`config.mk`:
```
export PLATFORM = sky130hd
export DESIGN_NAME = dna_port_reader
export DESIGN_NICKNAME = d
export VERILOG_FILES = /design/src/rtl/dna_reader_pkg.sv /design/src/rtl/dna_clk_gen.sv /design/src/rtl/dna_port_reader.sv
export SDC_FILE = /design/constraint.sdc
export NUM_CORES = 1
export LEC_CHECK = 0
export ABC_AREA = 1
export CELL_PAD_IN_SITES_DETAIL_PLACEMENT = 1
export CELL_PAD_IN_SITES_GLOBAL_PLACEMENT = 1
export CORE_MARGIN = 2
export CORE_UTILIZATION = 37
export CTS_CLUSTER_SIZE = 12
export DETAILED_ROUTE_END_ITERATION = 16
export PLACE_DENSITY_LB_ADDON = 0.05
export SYNTH_ARGS = -nofsm -noshare
export SYNTH_HDL_FRONTEND = slang
export SYNTH_SLANG_ARGS = --single-unit
```
`constraint.sdc`:
```
create_clock -name clk_i -period 2.1 [get_ports clk_i]
set_input_delay 0.525 -clock clk_i [delete_from_list [all_inputs] [get_ports clk_i]]
set_output_delay 0.525 -clock clk_i [all_outputs]
set_load 0.05 [all_outputs]
```
`src/rtl/dna_reader_pkg.sv`:
```
// Shared types and helpers for the device DNA reader.
// State encoding, default DNA width and counter-width helper.
package dna_reader_pkg;

    localparam int DNA_BITS_DEFAULT = 57;

    typedef enum logic [1:0] {
        ST_IDLE  = 2'd0,
        ST_READ  = 2'd1,
        ST_SHIFT = 2'd2,
        ST_DONE  = 2'd3
    } dna_state_e;

    function automatic int cnt_width(input int n);
        return (n > 1) ? $clog2(n) : 1;
    endfunction

endpackage

```
`src/rtl/dna_clk_gen.sv`:
```
// Divided DNA_PORT clock with rise/fall tick strobes.
// Held low with a cleared divider whenever not enabled.
module dna_clk_gen
    import dna_reader_pkg::*;
#(
    parameter int CLK_DIV = 1
) (
    input  logic clk_i,
    input  logic rst_ni,
    input  logic en_i,
    output logic dna_clk_o,
    output logic rise_tick_o,
    output logic fall_tick_o
);

    localparam int DW = cnt_width(CLK_DIV);
    localparam logic [DW-1:0] TERM = DW'(CLK_DIV - 1);

    logic [DW-1:0] div_q;
    logic          dclk_q;
    logic          term;

    assign term        = en_i && (div_q == TERM);
    assign rise_tick_o = term && !dclk_q;
    assign fall_tick_o = term && dclk_q;
    assign dna_clk_o   = dclk_q;

    always_ff @(posedge clk_i or negedge rst_ni) begin
        if (!rst_ni) begin
            div_q  <= '0;
            dclk_q <= 1'b0;
        end else if (!en_i) begin
            div_q  <= '0;
            dclk_q <= 1'b0;
        end else if (term) begin
            div_q  <= '0;
            dclk_q <= ~dclk_q;
        end else begin
            div_q  <= div_q + 1'b1;
        end
    end

endmodule

```
`src/rtl/dna_port_reader.sv`:
```
// DNA_PORT controller: drives READ/SHIFT and the divided clock,
// deserialises DOUT MSB-first and publishes the value with a valid flag.
module dna_port_reader
    import dna_reader_pkg::*;
#(
    parameter int DNA_BITS   = DNA_BITS_DEFAULT,
    parameter int CLK_DIV    = 1,
    parameter bit AUTO_START = 1'b1
) (
    input  logic                clk_i,
    input  logic                rst_ni,
    input  logic                start_i,
    output logic                dna_clk_o,
    output logic                dna_read_o,
    output logic                dna_shift_o,
    output logic                dna_din_o,
    input  logic                dna_dout_i,
    output logic                busy_o,
    output logic                dna_valid_o,
    output logic [DNA_BITS-1:0] dna_value_o
);

    localparam int BW = cnt_width(DNA_BITS);
    localparam logic [BW-1:0] LAST = BW'(DNA_BITS - 1);

    dna_state_e          state_q, state_d;
    logic                read_q, read_d;
    logic                shift_q, shift_d;
    logic                busy_q, busy_d;
    logic                valid_q, valid_d;
    logic [DNA_BITS-1:0] value_q, value_d;
    logic [BW-1:0]       bitcnt_q, bitcnt_d;
    logic                last_q, last_d;
    logic                auto_q, auto_d;
    logic                clk_en;
    logic                rise_tick;
    logic                fall_tick;

    assign clk_en = (state_q == ST_READ) || (state_q == ST_SHIFT);

    dna_clk_gen #(
        .CLK_DIV (CLK_DIV)
    ) u_clk_gen (
        .clk_i       (clk_i),
        .rst_ni      (rst_ni),
        .en_i        (clk_en),
        .dna_clk_o   (dna_clk_o),
        .rise_tick_o (rise_tick),
        .fall_tick_o (fall_tick)
    );

    always_comb begin
        state_d  = state_q;
        read_d   = read_q;
        shift_d  = shift_q;
        busy_d   = busy_q;
        valid_d  = valid_q;
        value_d  = value_q;
        bitcnt_d = bitcnt_q;
        last_d   = last_q;
        auto_d   = 1'b0;
        unique case (state_q)
            ST_IDLE, ST_DONE: begin
                if (start_i || (auto_q && state_q == ST_IDLE)) begin
                    state_d = ST_READ;
                    read_d  = 1'b1;
                    busy_d  = 1'b1;
                    valid_d = 1'b0;
                    value_d = '0;
                end
            end
            ST_READ: begin
                if (fall_tick) begin
                    state_d  = ST_SHIFT;
                    read_d   = 1'b0;
                    shift_d  = 1'b1;
                    bitcnt_d = '0;
                    last_d   = 1'b0;
                end
            end
            ST_SHIFT: begin
                // DOUT still shows the pre-edge bit, so this is MSB-first
                if (rise_tick && !last_q) begin
                    value_d = {value_q[DNA_BITS-2:0], dna_dout_i};
                    if (bitcnt_q == LAST) last_d = 1'b1;
                    else bitcnt_d = bitcnt_q + 1'b1;
                end else if (fall_tick && last_q) begin
                    state_d = ST_DONE;
                    shift_d = 1'b0;
                    busy_d  = 1'b0;
                    valid_d = 1'b1;
                end
            end
            default: state_d = ST_IDLE;
        endcase
    end

    always_ff @(posedge clk_i or negedge rst_ni) begin
        if (!rst_ni) begin
            state_q  <= ST_IDLE;
            read_q   <= 1'b0;
            shift_q  <= 1'b0;
            busy_q   <= 1'b0;
            valid_q  <= 1'b0;
            value_q  <= '0;
            bitcnt_q <= '0;
            last_q   <= 1'b0;
            auto_q   <= AUTO_START;
        end else begin
            state_q  <= state_d;
            read_q   <= read_d;
            shift_q  <= shift_d;
            busy_q   <= busy_d;
            valid_q  <= valid_d;
            value_q  <= value_d;
            bitcnt_q <= bitcnt_d;
            last_q   <= last_d;
            auto_q   <= auto_d;
        end
    end

    assign dna_read_o  = read_q;
    assign dna_shift_o = shift_q;
    assign dna_din_o   = 1'b0;
    assign busy_o      = busy_q;
    assign dna_valid_o = valid_q;
    assign dna_value_o = value_q;

endmodule
```
## Word level (Yosys, flattened, before mapping)

Index checks and enable logic that the tools add are counted.

| word-level totals | value |
|---|---|
| register bits | 73 |
| bits of input ports | 4 |
| output and inout port bits | 63 |

| cells by class | value |
|---|---|
| add/sub/neg operators | 2 |
| equal/unequal tests | 12 |
| muxes and demuxes | 31 |
| bitwise gates (word level) | 2 |
| reductions and logical operators | 22 |

Operator list:

| kind | number |
|---|---|
| $mux W57 | 2 |
| $pmux W57 S2 | 1 |
| $reduce_and A4 Y1 | 5 |
| $mux W6 | 3 |
| $mux W1 | 14 |
| $pmux W6 S2 | 1 |
| $ne A2 B2 Y1 const B | 5 |
| $pmux W1 S2 | 5 |
| $mux W2 | 4 |
| $add A6 B1 Y6 const B | 1 |
| $eq A6 B6 Y1 const B | 1 |
| $logic_and A1 B1 Y1 | 6 |
| $ne A2 B1 Y1 const B | 3 |
| $pmux W2 S3 | 1 |
| $reduce_and A3 Y1 | 2 |
| $reduce_bool A2 Y1 | 3 |
| $eq A2 B2 Y1 const B | 2 |
| $eq A2 B1 Y1 const B | 1 |
| $logic_not A1 Y1 | 2 |
| $logic_not A2 Y1 | 1 |
| $logic_or A1 B1 Y1 | 2 |
| $not A1 Y1 | 2 |
| $reduce_or A2 Y1 | 1 |
| $add A1 B1 Y1 const B | 1 |

## Longest topological paths before layout

Gate-level depths: netlist of the first run.

| logic depth | value |
|---|---|
| depth in word-level cells | 8 |
| mapped depth | 11 |

## By module

A second synthesis of the first run with hierarchy kept.

| unflattened totals | value |
|---|---|
| cell total of the unflattened synthesis | 362 |
| area, all modules | 3326.9 µm² |

Modules (own cells, without submodules):

| module | instances | cells an instance | area each (µm²) | seq. area each (µm²) |
|---|---|---|---|---|
| dna_port_reader | 1 | 351 | 3240.6 | 1778.0 |
| dna_clk_gen | 1 | 11 | 86.3 | 50.0 |

## Worst setup path before layout of the first run

Ideal clock, no wire load.

| timing | value |
|---|---|
| path kind | register -> register |
| start | register state_q[0] |
| end | register value_q[14], in the netlist dna_value_o[14] |
| setup time | 0.119 ns |
| arrival time | 1.562 ns |
| slack | 0.419 ns |
| stages on the path, launching flop included | 12 |
| cells stage by stage | dfrtp_1 -> inv_1 -> ha_1 -> inv_2 -> nor2_2 -> nand3_1 -> nand2_2 -> nand2_1 -> buf_6 -> buf_6 -> nand2_1 -> nand2_1 |

| between the ends | value |
|---|---|
| word-level cells in the longest chain between the ends | 7 |

RTL lines:

| what | line | RTL |
|---|---|---|
| start: declaration | dna_port_reader.sv:26 | `dna_state_e state_q, state_d;` |
| start signal: assignment | dna_port_reader.sv:110 | `state_q <= state_d;` |
| $eq A2 B1 Y1 or $eq A2 B2 Y1 (tied branches) | dna_port_reader.sv:39, dna_port_reader.sv:62 |  |
| $logic_or A1 B1 Y1 | dna_port_reader.sv:39 | `assign clk_en = (state_q == ST_READ) \|\| (state_q == ST_SHIFT);` |
| $logic_and A1 B1 Y1 | dna_clk_gen.sv:23 | `assign term = en_i && (div_q == TERM);` |
| $logic_and A1 B1 Y1 | dna_clk_gen.sv:24 | `assign rise_tick_o = term && !dclk_q;` |
| $logic_and A1 B1 Y1 | dna_port_reader.sv:83 | `if (rise_tick && !last_q) begin` |
| $ne A2 B1 Y1 (no source line) | -- |  |
| $reduce_and A3 Y1 (no source line) | -- |  |
| end signal: assignment | dna_port_reader.sv:115 | `value_q <= value_d;` |
| end: declaration | dna_port_reader.sv:31 | `logic [DNA_BITS-1:0] value_q, value_d;` |

Several ways; a longest one is shown, not always the timed one.
A chain may end at the register's enable or synchronous reset.

## Worst setup path after layout of the first run

| timing | value |
|---|---|
| start | register value_q[52], in the netlist dna_value_o[52] |
| end | output dna_value_o[52] |

RTL lines:

| what | line | RTL |
|---|---|---|
| end: declaration | dna_port_reader.sv:20 | `output logic [DNA_BITS-1:0] dna_value_o` |

No word-level cell between the ends.

==> impl_metrics.toml, run 1 <==
[floorplanning]
die_height_um = 95.7
num_rows = 33
io_pins = 67
start_util_pct = 38.0
die_x_um = 95.7
coreArea_um2 = 8180
dieArea_um2 = 9150

[setup_path]
critPathTopFamily = "buffers and inverters"
start_kind = "flip-flop"
worstSetupPathType = "reg2out"
r2r_cells = 10
cp-end-kind = "output pin"
slowest_delay_ns = 0.82
crit_arrival_ns = 1.53
r2r_end = "dna_value_o[15]$_DFFE_PN0P_"
crit_fanout = 3
worstSetupEndpoint = "dna_value_o[52]"
startpoint = "dna_value_o[52]$_DFFE_PN0P_"
cp_num_buf_inv = 1
r2r_slack_ns = 0.20
path_depth = 1
slowest_stage = "clkdlybuf4s50_1"
required_ns = 1.57
path_cells = "clkdlybuf4s50_1"
reg2reg_from = "state_q[1]$_DFFE_PN0P_"

[final_layout]
area_growth_pct = 32.6
diodes = 0
fin_cells = 552
layout-drive-gt1-share_pct = 8.50
finalNetCount = 452

[place]
place_congestion = 0.754
hpwl_mm = 4.97
dp.cells = 537
port_buffers = 65

[cts]
cts-root-buf = "clkbuf_8"
clk_pin_slew_ns = 0.08
htreeDepth = 3
cts_tree = "built"
cts.path.max_buffers = 2
postCtsSetupBuffers = 0
cts_inserted_buffers = 9
cts_num_sinks = 73
clkLatencyLatePin_ns = 0.34

[outcome]
status = "completed"

[logic_synthesis]
syn_area_um2 = 3110
async_flop_share_pct = 100
avgSynthCellArea_um2 = 8.33
yosys_most_used_dff = "dfrtp_1"
synthCells = 373
yosys_warnings = 0
seq_area_frac_synth_pct = 58.8
ys_seq_elements = 73
synth.distinct_cells = 21
synth_edf_count = 0

[sta]
rsz0062_at_grt = "no"
period_needed_ns = 2.06
setup_violations = 0
drv_slew = 0
finalCritPeriodShare_pct = 98.1
timing.slew.headroom_pct = 64.5
worst_clock_skew_ns = 0.0102
fmax_mhz = 486
tightest_slew_ns = 0.532
finalHoldViolations = 0
tns_ns = 0

[detailed_routing]
first_pass_iters = 4
drtIter0Drc = 112
drcViolationCount = 0
detail-route-antenna-nets = 0
vias_per_cell = 4.63
routedWlPerCell_um = 13.0
vias = 2554
wirelength_mm = 7.20

[global_routing]
antenna_found_initial = 0
grt_pass1_vias = 2508
grt_max_degree = 42
grt_pass1_wl_mm = 12.2
grt-ovfl-total = 0
grt_usage_pct = 17.5

[min_path]
min_path_type = "in2async"

[pwr]
power_leakage_uw = 0.00293
peakVddDrop_mv = 0.956
p_per_area_nw_per_um2 = 1050

[run]
cap_violations = 0
[how the worst min path moves through the flow]
| stage | from | to | slack, ns | cells past startpoint |
|---|---|---|---|---|
| floorplan | rst_ni | bitcnt_q[0]$_DFFE_PN0P_ | 0.23 | 0 |
| global placement | dna_value_o[56]$_DFFE_PN0P_ | dna_value_o[56]$_DFFE_PN0P_ | 0.46 | 2 |
| detailed placement | dna_value_o[56]$_DFFE_PN0P_ | dna_value_o[56]$_DFFE_PN0P_ | 0.47 | 2 |
| CTS | rst_ni | dna_value_o[36]$_DFFE_PN0P_ | 0.14 | 1 |
| global route | rst_ni | dna_value_o[36]$_DFFE_PN0P_ | 0.16 | 1 |
| finish | rst_ni | dna_value_o[36]$_DFFE_PN0P_ | 0.13 | 1 |
[kinds of logic after synthesis]
kind of cell	after synthesis	synth area share [%]
AOI/OAI and AO/OA	8	1.49
adders and majority gates	5	2.01
buffers and inverters	31	5.84
DFF	73	58.8
other	1	0.121
and+or+nand+nor	255	31.7
[layout make-up]
cell class	instances	area [um2]
fill	969	4050
clock buffer	10	128
clock inverter	5	57.6
timing repair buffer	71	800
tap	105	131
multi-input combinational	271	1110
inverter	17	63.8
sequential	73	1830
[metal layers]
metal / GRT usage (%) / vias to the layer above / wire [um]
li1: - / 1263 / -
met1: 24.1 / 1238 / 3380
met2: 26.9 / 43 / 3410
met3: 3.48 / 10 / 289
met4: 7.50 / 0 / 118
met5: 0 / - / 0
[cells in the mapped netlist, types with 2 or more instances]
master   count  area share (%)
buf_2        4            0.64
inv_2        3            0.36
nor2_1      14             1.7
buf_6        7             2.5
ha_1         5             2.0
dfrtp_1     72              58
nand3_1     10             1.6
inv_1       14             1.7
buf_4        2            0.48
nand2_1    226              27
o21ai_0      5            0.81
nand4_1      2            0.40
[repair_timing]
action | in CTS | in global routing
hold buffers | 0 | 0
resized for setup | 5 | 43
endpoints found under the setup margin | 5 | 80
[stage by stage]
| step | area [um2] | hold slack (ns) | worst slack [ns] | total power [uW] | util, % |
|---|---|---|---|---|---|
| after floorplan | 3120 | 0.229 | 0.419 | 2950 | - |
| after global placement | 3830 | 0.457 | 0.150 | 3280 | 46.9 |
| after detailed placement | 3830 | 0.466 | 0.0938 | 3310 | 46.9 |
| after CTS | 4010 | 0.142 | 0.00252 | 4390 | 49.1 |
| after global routing | 4120 | 0.164 | 0.000701 | 4650 | 50.4 |
| final | 4120 | 0.129 | 0.0408 | 4330 | 50.4 |
[cell usage in the layout (no fill, tap or decap), types with 2 or more instances in the layout]
master and instances:
nand2_1 225, dfrtp_1 72, dlymetal6s2s_1 41, inv_1 14, nor2_1 13, clkdlybuf4s50_1 12, buf_4 11, nand3_1 10
clkbuf_8 9, o21ai_0 5, dlygate4sd2_1 5, ha_1 4, inv_2 3, conb_1 3, clkinvlp_4 3, nor2_2 2
nand2_2 2, nand4_1 2, buf_12 2
[state kept, by name, summed over array words and instances, names as in the netlist]
name,count
last_q,1
bitcnt_q,6
u_clk_gen.div_q,1
dna_valid_o,1
dna_value_o,57
auto_q,1
state_q,2
dna_read_o,1
dna_shift_o,1
u_clk_gen.dna_clk_o,1
busy_o,1
[where the power goes]
| part | switching, uW | total [uW] | internal (uW) |
|---|---|---|---|
| Combinational | 1240 | 1690 | 454 |
| Sequential | 79.0 | 1580 | 1500 |
| Clock | 515 | 1050 | 540 |
(Power assumes the default switching activity.)
==> run 2: changes to the inputs <==
--- a/config.mk
+++ b/config.mk
@@ -12,7 +12,9 @@
 export CORE_UTILIZATION = 37
 export CTS_CLUSTER_SIZE = 12
 export DETAILED_ROUTE_END_ITERATION = 16
+export HOLD_SLACK_MARGIN = 0.12
 export PLACE_DENSITY_LB_ADDON = 0.05
+export SETUP_SLACK_MARGIN = 0.15
 export SYNTH_ARGS = -nofsm -noshare
 export SYNTH_HDL_FRONTEND = slang
 export SYNTH_SLANG_ARGS = --single-unit
==> constraint.sdc (replaced) <==
create_clock -name clk_i -period 2.1 [get_ports clk_i]
set_input_delay 0.42 -clock clk_i [delete_from_list [all_inputs] [get_ports clk_i]]
set_output_delay 0.42 -clock clk_i [all_outputs]
set_load 0.05 [all_outputs]
==> impl_metrics.toml, run 2 (synthesized netlist as in run 1, its figures left out) <==
[setup_path]
path_cells = "inv_1 -> ha_4 -> inv_2 -> nor2_2 -> nand3_1 -> nand2_2 -> nand2_2 -> buf_12 -> nand2_1 -> nand2_1"
crit_fanout = 45
crit_arrival_ns = 1.98
cp-end-kind = "flip-flop"
slowest_delay_ns = 0.39
cp_num_buf_inv = 3
start_kind = "flip-flop"
critPathTopFamily = "simple AND/OR/NAND/NOR gates"
slowest_stage = "dfrtp_1"
required_ns = 2.34
worstSetupPathType = "reg2reg"

[final_layout]
area_growth_pct = 30.1
diodes = 0
largest_reg_flops = 57
layout-drive-gt1-share_pct = 7.78
final_util_pct = 49.4
final_cell_mix = "nand2_1 (225), dfrtp_1 (72), dlygate4sd2_1 (60), inv_1 (14), nor2_1 (14)"
final_common_cell = "nand2_1"
finalNetCount = 454

[place]
hpwl_mm = 5.00
place_congestion = 0.769
port_buffers = 65

[sta]
fmax_mhz = 573
finalHoldViolations = 0
rsz0062_at_grt = "no"
finalCritPeriodShare_pct = 83.1
timing.slew.headroom_pct = 64.9
tns_ns = 0
setup_violations = 0
tightest_slew_ns = 0.529
drv_slew = 0
worst_clock_skew_ns = 0.00913
period_needed_ns = 1.74

[pwr]
seqPwrFrac_pct = 34.6
p_sw_share_pct = 40.9
power_frac_comb_pct = 39.7
switching_power_uw = 1870
power.internal_uw = 2690
peakVddDrop_mv = 0.812
power_leakage_uw = 0.00248
p_per_area_nw_per_um2 = 1130
power_frac_clock_pct = 25.7
power.total_uw = 4560

[floorplanning]
die_x_um = 95.7
io_pins = 67
start_util_pct = 38.0
die_height_um = 95.7
coreArea_um2 = 8180
num_rows = 33
dieArea_um2 = 9150

[global_routing]
grt_max_degree = 58
grt_usage_pct = 17.9
grt_pass1_vias = 2553
antenna_found_initial = 0
grt_pass1_wl_mm = 12.5
grt-ovfl-total = 0

[cts]
cts_num_sinks = 73
clkLatencyLatePin_ns = 0.35
clk_pin_slew_ns = 0.07
cts.path.max_buffers = 2
cts-root-buf = "clkbuf_8"
htreeDepth = 3
cts_inserted_buffers = 9
cts_tree = "built"
postCtsSetupBuffers = 0

[detailed_routing]
vias = 2557
detail-route-antenna-nets = 0
drcViolationCount = 0
wirelength_mm = 7.33
first_pass_iters = 4
routedWlPerCell_um = 13.2
drtIter0Drc = 97
vias_per_cell = 4.61

[outcome]
status = "completed"

[min_path]
min_path_type = "reg2reg"

[run]
cap_violations = 0
run 2: cell count changes in the layout (fill, tap and decap cells not counted), moves of 3 or more:
cell / change
clkbuf_8: +3
buf_4: -6
dlygate4sd2_1: +55
clkdlybuf4s50_1: -10
dlymetal6s2s_1: -39
run 2: per-stage QoR:
step                      instance area [um2]  instances  hold slack (ns)  setup WS (ns)
final                                    4040        555            0.477          0.356
after global routing                     4040        555            0.507          0.176
after detailed placement                 3870        538            0.426          0.255
after floorplan                          3120        375            0.124          0.419
after CTS                                4020        555            0.488          0.151
after global placement                   3870        538            0.429          0.349
run 2: path summary, 6_finish.rpt:
check | startpoint | endpoint | slack, ns | cells past startpoint
min in group asynchronous | rst_ni | dna_value_o[36]$_DFFE_PN0P_ | 0.57 | 2
max | state_q[0]$_DFFE_PN0P_ | dna_value_o[28]$_DFFE_PN0P_ | 0.36 | 10
max in group asynchronous | rst_ni | dna_value_o[5]$_DFFE_PN0P_ | 0.97 | 3
min | dna_value_o[56]$_DFFE_PN0P_ | dna_value_o[56]$_DFFE_PN0P_ | 0.48 | 2
max reg2reg | state_q[0]$_DFFE_PN0P_ | dna_value_o[28]$_DFFE_PN0P_ | 0.36 | 10
min reg2reg | dna_value_o[56]$_DFFE_PN0P_ | dna_value_o[56]$_DFFE_PN0P_ | 0.48 | 2
run 2: worst reg2reg max path, delay by kind of cell (launching register included):
| kind | cells | cell delay [ns] |
|---|---|---|
| buffers and inverters | 3 | 0.34 |
| DFF | 1 | 0.39 |
| and+or+nand+nor | 6 | 0.58 |
| adders and majority gates | 1 | 0.32 |
run 2: what timing repair did:
action	4_1_cts	5_1_grt
resized for setup	60	5
hold buffers	1	0
hold endpoints to repair	35	0
endpoints found under the setup margin	60	66
run 2: area by class of cell:
type / instances / area [um2]
clock inverters: 4 / 50.0
repair buffers: 73 / 678
inverters: 17 / 63.8
flip-flops and latches: 73 / 1830
multi-input cells: 271 / 1130
clock buffers: 12 / 165
well taps: 105 / 131
fillers: 997 / 4130
run 2: power groups by stage:
stage / combinational, uW / sequential (uW) / clock [uW]
floorplan: 1170 / 1780 / 0
global placement: 1800 / 1600 / 0
detailed placement: 1820 / 1610 / 0
CTS: 1790 / 1580 / 1210
global route: 2060 / 1590 / 1270
finish: 1810 / 1580 / 1170
run 2: layer usage:
layer	global-route usage, %	part of all wire (%)
met1	23.8	47
met4	5.83	1.4
met5	0	0
met2	28.6	48
met3	4.51	4.1
==> run 3: changes to the inputs <==
==> constraint.sdc (replaced) <==
create_clock -name clk_i -period 1.65 [get_ports clk_i]
set_input_delay 0.33 -clock clk_i [delete_from_list [all_inputs] [get_ports clk_i]]
set_output_delay 0.33 -clock clk_i [all_outputs]
set_load 0.05 [all_outputs]
==> impl_metrics.toml, run 3 (synthesized netlist as in run 1, its figures left out) <==
[pwr]
switching_power_uw = 2800
power.internal_uw = 4010
seqPwrFrac_pct = 29.5
power_frac_comb_pct = 49.8
power_leakage_uw = 0.00243
p_per_area_nw_per_um2 = 1590
peakVddDrop_mv = 1.75
power_frac_clock_pct = 20.8
p_sw_share_pct = 41.1

[sta]
period_needed_ns = 1.63
finalCritPeriodShare_pct = 98.7
setup_violations = 0
drv_slew = 0
fin_ws_ns = 0.0221
worst_clock_skew_ns = 0.0107
fmax_mhz = 614
tns_ns = 0
finalHoldViolations = 0
timing.hold.ws_ns = 0.435
rsz0062_at_grt = "yes"

[global_routing]
grt_usage_pct = 18.5
antenna_found_initial = 0
grt_pass1_wl_mm = 13.0
grt_pass1_vias = 2650
grt-ovfl-total = 0
grt_max_degree = 34

[floorplanning]
die_height_um = 95.7
num_rows = 33
io_pins = 67
die_x_um = 95.7
start_util_pct = 38.0
dieArea_um2 = 9150
coreArea_um2 = 8180

[detailed_routing]
first_pass_iters = 4
vias = 2623
vias_per_cell = 4.57
drtIter0Drc = 86
routedWlPerCell_um = 14.2
drcViolationCount = 0
detail-route-antenna-nets = 0
wirelength_mm = 8.13

[setup_path]
crit_fanout = 15
cp_num_buf_inv = 4
start_kind = "flip-flop"
required_ns = 1.94
worstSetupPathType = "reg2reg"
path_cells = "inv_2 -> ha_4 -> inv_4 -> nor2_4 -> nand4_1 -> inv_2 -> clkbuf_16 -> nand2_1 -> nand2_1"
crit_arrival_ns = 1.91
cp-end-kind = "flip-flop"
slowest_delay_ns = 0.37
slowest_stage = "dfrtp_1"
critPathTopFamily = "buffers and inverters"

[cts]
clkLatencyLatePin_ns = 0.34
cts_inserted_buffers = 9
cts.path.max_buffers = 2
htreeDepth = 3
cts-root-buf = "clkbuf_8"
cts_num_sinks = 73
cts_tree = "built"
clk_pin_slew_ns = 0.08

[place]
port_buffers = 65
post-place-ws_ns = -0.0437
place_congestion = 0.856
dp.cells = 546
hpwl_mm = 5.34

[outcome]
status = "completed"

[final_layout]
regArea_um2 = 1830
num-fill-cells = 988
fin_cells = 574
diodes = 0
multi_input_area_um2 = 1220
final_common_cell = "nand2_1"
layout-drive-gt1-share_pct = 28.1
finalNetCount = 473
final_cell_mix = "nand2_1 (216), buf_4 (79), dfrtp_1 (72), nor2_1 (12), inv_1 (11)"
area_growth_pct = 37.4
final_util_pct = 52.2
largest_reg_flops = 57

[run]
cap_violations = 0

[min_path]
min_path_type = "in2async"
-- run 3: worst reg2reg max path, cell delays in order (launching register included) --
cell and delay, ns:
dfrtp_1 0.37, inv_2 0.06, ha_4 0.29, inv_4 0.05, nor2_4 0.11, nand4_1 0.14
inv_2 0.22, clkbuf_16 0.22, nand2_1 0.06, nand2_1 0.07
-- run 3: power groups by stage --
stage | clock network (uW) | registers, uW | logic [uW]
after global placement | 0 | 2040 | 2630
after floorplan | 0 | 2270 | 1550
after global routing | 1550 | 2020 | 3690
after CTS | 1460 | 2000 | 3260
after detailed placement | 0 | 2040 | 2650
final | 1410 | 2000 | 3380
-- run 3: layout make-up --
| class | instances | share of cell area (%) |
|---|---|---|
| Sequential cell | 73 | 42.8 |
| Multi-Input combinational cell | 271 | 28.5 |
| Tap cell | 105 | 3.08 |
| Clock buffer | 11 | 3.31 |
| Clock inverter | 5 | 1.26 |
| Timing Repair Buffer | 92 | 19.5 |
| Inverter | 17 | 1.55 |
-- run 3: final timing paths --
path | cells after the start | slack, ns | from | to
max reg2reg | 9 | 0.02 | state_q[0]$_DFFE_PN0P_ | dna_value_o[52]$_DFFE_PN0P_
max | 9 | 0.02 | state_q[0]$_DFFE_PN0P_ | dna_value_o[52]$_DFFE_PN0P_
min in group clk_i | 2 | 0.48 | busy_o$_DFFE_PN0P_ | busy_o$_DFFE_PN0P_
max in group asynchronous | 3 | 0.67 | rst_ni | auto_q$_DFF_PN1_
min | 2 | 0.44 | rst_ni | dna_value_o[40]$_DFFE_PN0P_
min reg2reg | 2 | 0.48 | busy_o$_DFFE_PN0P_ | busy_o$_DFFE_PN0P_
-- run 3: stage by stage --
stage | instance area [um2] | power [uW]
final | 4270 | 6800
after global routing | 4270 | 7270
after CTS | 4170 | 6710
after detailed placement | 3820 | 4690
after global placement | 3820 | 4660
after floorplan | 3130 | 3820
-- run 3: metal layers --
layer | routed length [um] | GRT usage, % | share of wire, % | up-vias
li1 | - | - | - | 1306
met3 | 327 | 3.56 | 4.0 | 9
met5 | 0 | 0 | 0 | -
met1 | 3780 | 25.3 | 47 | 1256
met4 | 97 | 7.02 | 1.2 | 0
met2 | 3920 | 29.3 | 48 | 52
-- run 3: what timing repair did --
item,4_1_cts,5_1_grt
cloned,1,2
pin swaps,6,6
endpoints found under the hold margin,23,0
buffers inserted,7,1
setup endpoints to repair,68,69
gates resized for setup,20,11
hold buffers,1,0
